$ cat src/rtl/input_conditioner.sv
// Synchronizes, optionally debounces (macro INPUT_DEBOUNCE_EN), edge-detects and counts rises
// on N_CH asynchronous inputs, and produces an active-low CPU reset pulse after reset release.
module input_conditioner #(
  parameter int              N_CH          = 4,
  parameter int              SYNC_STAGES   = 2,
  parameter int              DB_TICKS      = 27000,
  parameter int              DB_CNT_W      = 16,
  parameter int              EVT_CNT_W     = 8,
  parameter logic [N_CH-1:0] RESET_LEVEL   = '0,
  parameter int              RST_PULSE_LEN = 8
) (
  input  logic                      clk27,
  input  logic                      reset,
  input  logic [N_CH-1:0]           din,
  input  logic [N_CH-1:0]           evt_clr,
  output logic [N_CH-1:0]           dout,
  output logic [N_CH-1:0]           rise,
  output logic [N_CH-1:0]           fall,
  output logic [N_CH*EVT_CNT_W-1:0] evt_cnt,
  output logic                      rst_out_n
);

  localparam logic [7:0] PULSE_LEN = 8'(RST_PULSE_LEN);

  // Out-of-range configurations elaborate this marker block; there is no other effect.
  if (N_CH < 1 || N_CH > 16 || SYNC_STAGES < 2 || SYNC_STAGES > 4 || DB_TICKS < 1 ||
      DB_CNT_W < 1 || EVT_CNT_W < 1 || RST_PULSE_LEN < 1 || RST_PULSE_LEN > 255) begin : g_bad_params
  end

  logic [SYNC_STAGES-1:0][N_CH-1:0] sync_r;
  logic [N_CH-1:0]                  s;
  logic [N_CH-1:0]                  dout_nxt;
  logic [N_CH-1:0]                  rise_r;
  logic [N_CH-1:0]                  fall_r;
  logic [N_CH-1:0][EVT_CNT_W-1:0]   evt_r;
  logic [7:0]                       pulse_cnt_r;
  logic                             rst_out_n_r;

  // Synchronizer chain; stage 0 samples din, the last stage is the sync value.
  always_ff @(posedge clk27 or posedge reset) begin
    if (reset) begin
      sync_r <= {SYNC_STAGES{RESET_LEVEL}};
    end else begin
      sync_r <= {sync_r[SYNC_STAGES-2:0], din};
    end
  end

  assign s = sync_r[SYNC_STAGES-1];

`ifdef INPUT_DEBOUNCE_EN
  localparam logic [DB_CNT_W-1:0] DB_LAST = DB_CNT_W'(DB_TICKS - 1);

  logic [N_CH-1:0][DB_CNT_W-1:0] db_cnt_r;
  logic [N_CH-1:0][DB_CNT_W-1:0] db_cnt_nxt;
  logic [N_CH-1:0]               dout_r;

  // A new level must differ from dout for DB_TICKS consecutive cycles; any return restarts.
  always_comb begin
    dout_nxt   = dout_r;
    db_cnt_nxt = db_cnt_r;
    for (int k = 0; k < N_CH; k++) begin
      if (s[k] == dout_r[k]) begin
        db_cnt_nxt[k] = '0;
      end else if (db_cnt_r[k] == DB_LAST) begin
        dout_nxt[k]   = s[k];
        db_cnt_nxt[k] = '0;
      end else begin
        db_cnt_nxt[k] = db_cnt_r[k] + DB_CNT_W'(1);
      end
    end
  end

  // Debounced level and counters.
  always_ff @(posedge clk27 or posedge reset) begin
    if (reset) begin
      dout_r   <= RESET_LEVEL;
      db_cnt_r <= '0;
    end else begin
      dout_r   <= dout_nxt;
      db_cnt_r <= db_cnt_nxt;
    end
  end

  assign dout = dout_r;
`else
  // Without debounce the last sync stage is the output; its next value is the stage before.
  assign dout_nxt = sync_r[SYNC_STAGES-2];
  assign dout     = s;
`endif

  // Edge pulses are registered together with the level change so they align with dout.
  always_ff @(posedge clk27 or posedge reset) begin
    if (reset) begin
      rise_r <= '0;
      fall_r <= '0;
    end else begin
      rise_r <= dout_nxt & ~dout;
      fall_r <= ~dout_nxt & dout;
    end
  end

  // Rise counters wrap freely; a clear coincident with a rise leaves the count at one.
  always_ff @(posedge clk27 or posedge reset) begin
    if (reset) begin
      evt_r <= '0;
    end else begin
      for (int k = 0; k < N_CH; k++) begin
        if (evt_clr[k]) begin
          evt_r[k] <= EVT_CNT_W'(rise_r[k]);
        end else begin
          evt_r[k] <= evt_r[k] + EVT_CNT_W'(rise_r[k]);
        end
      end
    end
  end

  // CPU reset pulse: counts up once after release and parks at the terminal value.
  always_ff @(posedge clk27 or posedge reset) begin
    if (reset) begin
      pulse_cnt_r <= 8'd0;
      rst_out_n_r <= 1'b0;
    end else begin
      if (pulse_cnt_r != PULSE_LEN) begin
        pulse_cnt_r <= pulse_cnt_r + 8'd1;
      end
      rst_out_n_r <= (pulse_cnt_r == PULSE_LEN);
    end
  end

  assign rise      = rise_r;
  assign fall      = fall_r;
  assign evt_cnt   = evt_r;
  assign rst_out_n = rst_out_n_r;

endmodule

$ cat config.mk
export PLATFORM = sky130hd
export DESIGN_NAME = input_conditioner
export DESIGN_NICKNAME = d
export VERILOG_FILES = /design/src/rtl/input_conditioner.sv
export SDC_FILE = /design/constraint.sdc
export NUM_CORES = 1
export LEC_CHECK = 0
export BUFFER_PORTS_ARGS = -buffer_cell sky130_fd_sc_hd__buf_2
export CORE_MARGIN = 2
export CORE_UTILIZATION = 48
export CTS_CLUSTER_SIZE = 40
export DETAILED_ROUTE_END_ITERATION = 12
export GPL_TIMING_DRIVEN = 0
export HOLD_SLACK_MARGIN = 0.03
export PLACE_DENSITY = 0.75
export SLEW_MARGIN = 25
export SYNTH_ARGS = -nofsm -noshare
export SYNTH_HDL_FRONTEND = slang
export SYNTH_SLANG_ARGS = --single-unit
$ cat constraint.sdc
create_clock -name clk27 -period 1.64 [get_ports clk27]
set_clock_uncertainty 0.15 [all_clocks]
set_input_delay 0.164 -clock clk27 [delete_from_list [all_inputs] [get_ports clk27]]
set_output_delay 0.164 -clock clk27 [all_outputs]
set_load 0.05 [all_outputs]
==> flow_summary.toml, run 1 <==
[floorplanning]
fp.coreArea_sq_um = 4720
die_area_sq_um = 5470
start_util_pct = 49.8
io_pins = 55
dieWidth_um = 74.0
die-height_um = 74.0
num_rows = 25

[clock_tree]
worst_skew_pair.late_latency_ps = 330
clock_path_buffers = 2
numCtsBuffers = 9
clkTransAtPathRegs_ps = 70
post_cts_buffers = 0
clock_sinks = 57
root_buffer = "clkbuf_8"
htreeDepth = 3
cts_tree = "done"

[global_routing]
antenna_found_initial = 0
gr-total-overflow = 0
grt_start_max_net_pins = 32
grt_pass1_wl_um = 6870
grt_pass1_vias = 1529
grt.total_usage_pct = 17.2

[sta]
finalHoldViolCount = 0
max_freq_mhz = 637
finalCritPeriodShare_pct = 95.8
maxSlewViolCount = 0
rsz0062_at_grt = "false"
worstMarginPinSlew_ps = 577
finalSetupTns_ps = 0
slew-limit-headroom_pct = 61.5
period_needed_ps = 1570
finalSetupViolations = 0

[synth]
synthCells = 198
synth_nets = 218
synthArstFlopShare_pct = 100
yosysWarnings = 0
syn_area_sq_um = 2350
synth-seq-cells = 57
synth_ff_type = "dfrtp_1"
yosysUniqueCellTypes = 19
ys_seq_area_share_pct = 60.7
synth_enable_flop_cells = 0
syn_avg_cell_area_sq_um = 11.9

[worst_setup_path]
cp.arrival_ps = 1680
crit_path_end_kind = "register"
crit_fanout = 4
required_ps = 1750
path_class = "register to register"
critPathLaunchType = "register"

[outcome]
status = "completed"

[power_and_ir_drop]
p_leak_nw = 1.45
powerDensity_nw_per_um2 = 1050
ir_drop_mv = 0.594

[hold_path]
hold_class = "input pin to register"

[finish]
final_area_sq_um = 3120
n_fill_cell = 382
fin_nets = 288
syn_to_final_growth_pct = 32.6
antennaDiodeCount = 0
drive_gt1_share_pct = 35.9

[route]
ant_nets = 0
drtIter0Drc = 58
drc = 0
viasPerCell = 4.86
vias = 1654
wl_per_cell_um = 12.6
drt_first_pass_iters = 4
routed_wl_um = 4280

[placement]
gp_congestion = 0.803
portBuffers = 50
dp.final_hpwl_um = 3010
placed_area_sq_um = 2800

[run]
drv_cap = 0
timing repair:
action	4_1_cts	5_1_grt
hold buffers	8	0
endpoints found under the hold margin	37	0
resized for setup	0	3
setup endpoints to repair	0	2
per-layer routing:
layer	global-route usage [%]	up-vias	part of all wire (%)
li1	-	821	-
met1	21.7	781	46
met2	25.9	43	47
met3	5.96	9	5.3
met4	9.70	0	2.2
met5	0	-	0
kinds of logic (layout without fill, tap and decap cells):
group                      after synthesis  after routing  synth area share, %
DFF                                     57             57                 60.7
AOI/OAI and AO/OA                       24             24                 5.11
muxes                                    5              5                 2.55
xor gates and xnor gates                19             19                 7.08
and+or+nand+nor                         71             71                 17.0
adders and majority gates               10             10                 5.32
buffers and inverters                   12             87                 2.24
final timing paths:
kind                                   from        endpoint  slack, ps  cells after the start
worst min-delay path             evt_clr[0]      evt_cnt[2]         50                      2
max in group asynchronous             reset         rise[2]        510                      4
worst max-delay path                rise[2]     evt_cnt[22]         70                      5
min in group asynchronous             reset  pulse_cnt_r[1]        290                      3
worst max register to register      rise[2]     evt_cnt[22]         70                      5
worst min register to register  dout_nxt[3]         dout[3]        250                      0
report_power, final:
group          internal, W  switching (W)  total [W]
logic            0.0000939       0.000217   0.000311
registers          0.00145      0.0000401    0.00149
clock network     0.000932       0.000546    0.00148
total              0.00248       0.000803    0.00328
placed cells by master, fill, tap and decap left out, types with 6 or more instances in the layout:
cell type	synthesis	layout
a21oi_1	12	12
buf_2	0	50
clkbuf_8	0	11
dfrtp_1	57	46
dfrtp_2	0	11
dlygate4sd3_1	0	8
ha_4	0	6
inv_1	7	6
nand3_1	21	21
nor2_1	14	14
nor2b_1	12	12
o21ai_0	12	12
or3_1	12	12
xnor2_1	11	11
xor2_1	8	8
flip-flops by register name (all words and copies together) (netlist names):
signal / flops
pulse_cnt_r: 8
rise: 4
fall: 4
rst_out_n: 1
dout_nxt: 4
evt_cnt: 32
dout: 4
synthesized netlist by cell type (3+ instances only):
cell type	n	share of area, %
a21oi_1	12	2.6
and3_1	3	0.80
clkbuf_1	4	0.64
dfrtp_1	57	61
ha_1	10	5.3
inv_1	7	1.1
mux2_2	4	1.9
nand2_1	4	0.64
nand3_1	21	4.5
nand4_2	4	2.1
nor2_1	14	2.2
nor2b_1	12	3.2
o21ai_0	12	2.6
or3_1	12	3.2
xnor2_1	11	4.1
xor2_1	8	3.0
critical path, cell delays in order (launching register included):
cell and delay, ps:
dfrtp_2 370, ha_2 210, ha_2 210, inv_1 50, or3_1 360, a21oi_1 140
final cells by class:
| type | instances | area (sq um) | area share, % |
|---|---|---|---|
| multi-input cells | 129 | 958 | 30.7 |
| repair buffers | 59 | 350 | 11.2 |
| clock inverters | 5 | 77.6 | 2.49 |
| clock buffers | 11 | 151 | 4.86 |
| flip-flops and latches | 57 | 1440 | 46.2 |
| well taps | 67 | 83.8 | 2.69 |
| plain buffers | 5 | 26.3 | 0.843 |
| inverters | 7 | 30.0 | 0.963 |
through the flow:
stage	instances	util (%)	worst slack [ps]	hold slack, ps	total power, W
6_report	340	66.0	69.1	49.2	0.00328
4_1_cts	340	65.8	19.3	38.8	0.00334
5_1_grt	340	66.0	0.349	84.0	0.00343
3_3_place_gp	315	58.8	46.1	122	0.00181
3_5_place_dp	316	59.2	48.1	122	0.00182
2_1_floorplan	198	-	-74.7	45.4	0.00174
Power figures use the tool's default switching activity.
==> inputs of run 2 (changes only) <==
--- a/config.mk
+++ b/config.mk
@@ -6,13 +6,13 @@
 export NUM_CORES = 1
 export LEC_CHECK = 0
 export BUFFER_PORTS_ARGS = -buffer_cell sky130_fd_sc_hd__buf_2
+export CORE_ASPECT_RATIO = 1.75
 export CORE_MARGIN = 2
-export CORE_UTILIZATION = 48
+export CORE_UTILIZATION = 35
 export CTS_CLUSTER_SIZE = 40
 export DETAILED_ROUTE_END_ITERATION = 12
 export GPL_TIMING_DRIVEN = 0
 export HOLD_SLACK_MARGIN = 0.03
-export PLACE_DENSITY = 0.75
 export SLEW_MARGIN = 25
 export SYNTH_ARGS = -nofsm -noshare
 export SYNTH_HDL_FRONTEND = slang
==> run 2 against run 1 <==
Core utilization decreased by 16 points; global-route usage decreased by 3.5 points; largest power group is now clock; non-clock buffer count decreased by 2; combinational power about the same; clock power increased by 43%.
==> flow_summary.toml, run 2 (synthesis results as in run 1) <==
[worst_setup_path]
regToRegStartpoint = "pulse_cnt_r[7]"
critPathLaunchType = "register"
reg2reg_slack_ps = 60
path_class = "register to register"
startpoint = "pulse_cnt_r[7]"
crit_path_end_kind = "register"
cp.arrival_ps = 1630
crit_end = "pulse_cnt_r[1]"
reg2reg_to = "pulse_cnt_r[1]"
required_ps = 1690
reg2regPathDepth = 4
crit_fanout = 4

[finish]
final_core_util_pct = 50.0
largest_reg_flops = 32
antennaDiodeCount = 0
syn_to_final_growth_pct = 39.0
final_common_cell = "buf_2"
drive_gt1_share_pct = 36.5
final_cell_mix = "buf_2 (50), dfrtp_1 (46), nand3_1 (21), nor2_1 (14)"
fin_nets = 286
n_fill_cell = 633

[power_and_ir_drop]
clockPowerShare_pct = 53.8
p_int_w = 0.00307
swShare_pct = 21.8
pwr-share-comb_pct = 8.0
p_switching_w = 0.000857
ir_drop_mv = 0.746
powerDensity_nw_per_um2 = 1200
p_leak_nw = 1.51
seqPwrFrac_pct = 38.2

[sta]
rsz0062_at_grt = "false"
setup_ws_ps = 61.9
slew-limit-headroom_pct = 72.1
finalSetupViolations = 0
max_freq_mhz = 634
worstMarginPinSlew_ps = 418
period_needed_ps = 1580
finalCritPeriodShare_pct = 96.2
maxSlewViolCount = 0
finalHoldViolCount = 0

[outcome]
status = "completed"

[route]
wl_per_cell_um = 12.5
drc = 0
drtIter0Drc = 33
drt_first_pass_iters = 2
routed_wl_um = 4420
viasPerCell = 4.77
ant_nets = 0
vias = 1683

[clock_tree]
post_cts_buffers = 0
clock_sinks = 57
htreeDepth = 3
root_buffer = "clkbuf_16"
clock_path_buffers = 2
cts_tree = "done"
clkTransAtPathRegs_ps = 50
numCtsBuffers = 9
worst_skew_pair.late_latency_ps = 320

[floorplanning]
start_util_pct = 36.0
fp.coreArea_sq_um = 6540
num_rows = 39
dieWidth_um = 66.0
io_pins = 55
die_area_sq_um = 7410
die-height_um = 112

[placement]
portBuffers = 50
gp_congestion = 0.789
dp.final_hpwl_um = 3210
post-place-ws_ps = 31.4

[global_routing]
grt_pass1_vias = 1686
grt-busiest-layer = "met2"
antenna_found_initial = 0
grt.total_usage_pct = 13.7
use_met2_pct = 21.6
grt_use_met3_pct = 4.81
grt_util_met1_pct = 15.7
grt_pass1_wl_um = 7610
gr-total-overflow = 0
grt_start_max_net_pins = 23

[run]
drv_cap = 0

[hold_path]
hold_class = "input pin to register"
run 2: worst max-delay path, stage by stage (launching register included):
cell     delay (ps)
dfrtp_1         400
nor4b_2         290
and3_1          210
buf_6           120
mux2_4          290
run 2: worst min path at each step:
stage	start	end	slack [ps]	depth (start not counted)
floorplan	din[0]	dout_nxt[0]	50	0
global placement	din[0]	dout_nxt[0]	120	1
detailed placement	reset	pulse_cnt_r[1]	40	2
CTS	evt_clr[2]	evt_cnt[20]	40	2
global route	evt_clr[0]	evt_cnt[4]	80	2
finish	evt_clr[2]	evt_cnt[20]	50	2
run 2: metrics by stage:
step | total power, W | std cells | setup TNS [ps] | hold WS [ps] | area (sq um)
2_1_floorplan | 0.00174 | 198 | -74.7 | 45.4 | 2440
3_3_place_gp | 0.00181 | 330 | 0 | 122 | 2800
3_5_place_dp | 0.00183 | 332 | 0 | 39.0 | 2850
4_1_cts | 0.00399 | 353 | 0 | 40.7 | 3250
5_1_grt | 0.00409 | 353 | 0 | 75.7 | 3270
6_report | 0.00392 | 353 | 0 | 45.4 | 3270
run 2: layout make-up:
class	count	area, sq um	area share, %
timing repair buffer	57	355	10.9
sequential	57	1440	44.1
buffer	5	26.3	0.804
inverter	7	30.0	0.919
tap	82	103	3.14
clock inverter	6	105	3.22
clock buffer	10	239	7.32
multi-input combinational	129	968	29.6
run 2: layer usage:
metal	vias to the layer above	part of all wire, %
li1	816	-
met1	820	40
met2	36	52
met3	11	4.9
met4	0	2.7
met5	-	0
run 2: power groups by stage:
| stage | clock, W | sequential, W | combinational (W) |
|---|---|---|---|
| after floorplan | 0 | 0.00165 | 0.0000879 |
| after global routing | 0.00224 | 0.00150 | 0.000342 |
| final | 0.00211 | 0.00150 | 0.000314 |
| after detailed placement | 0 | 0.00152 | 0.000310 |
| after global placement | 0 | 0.00152 | 0.000288 |
| after CTS | 0.00217 | 0.00150 | 0.000319 |
run 2: repair_timing:
item	4_1_cts	5_1_grt
hold endpoints to repair	61	0
hold buffers	5	0
gates resized for setup	0	4
setup endpoints to repair	0	2
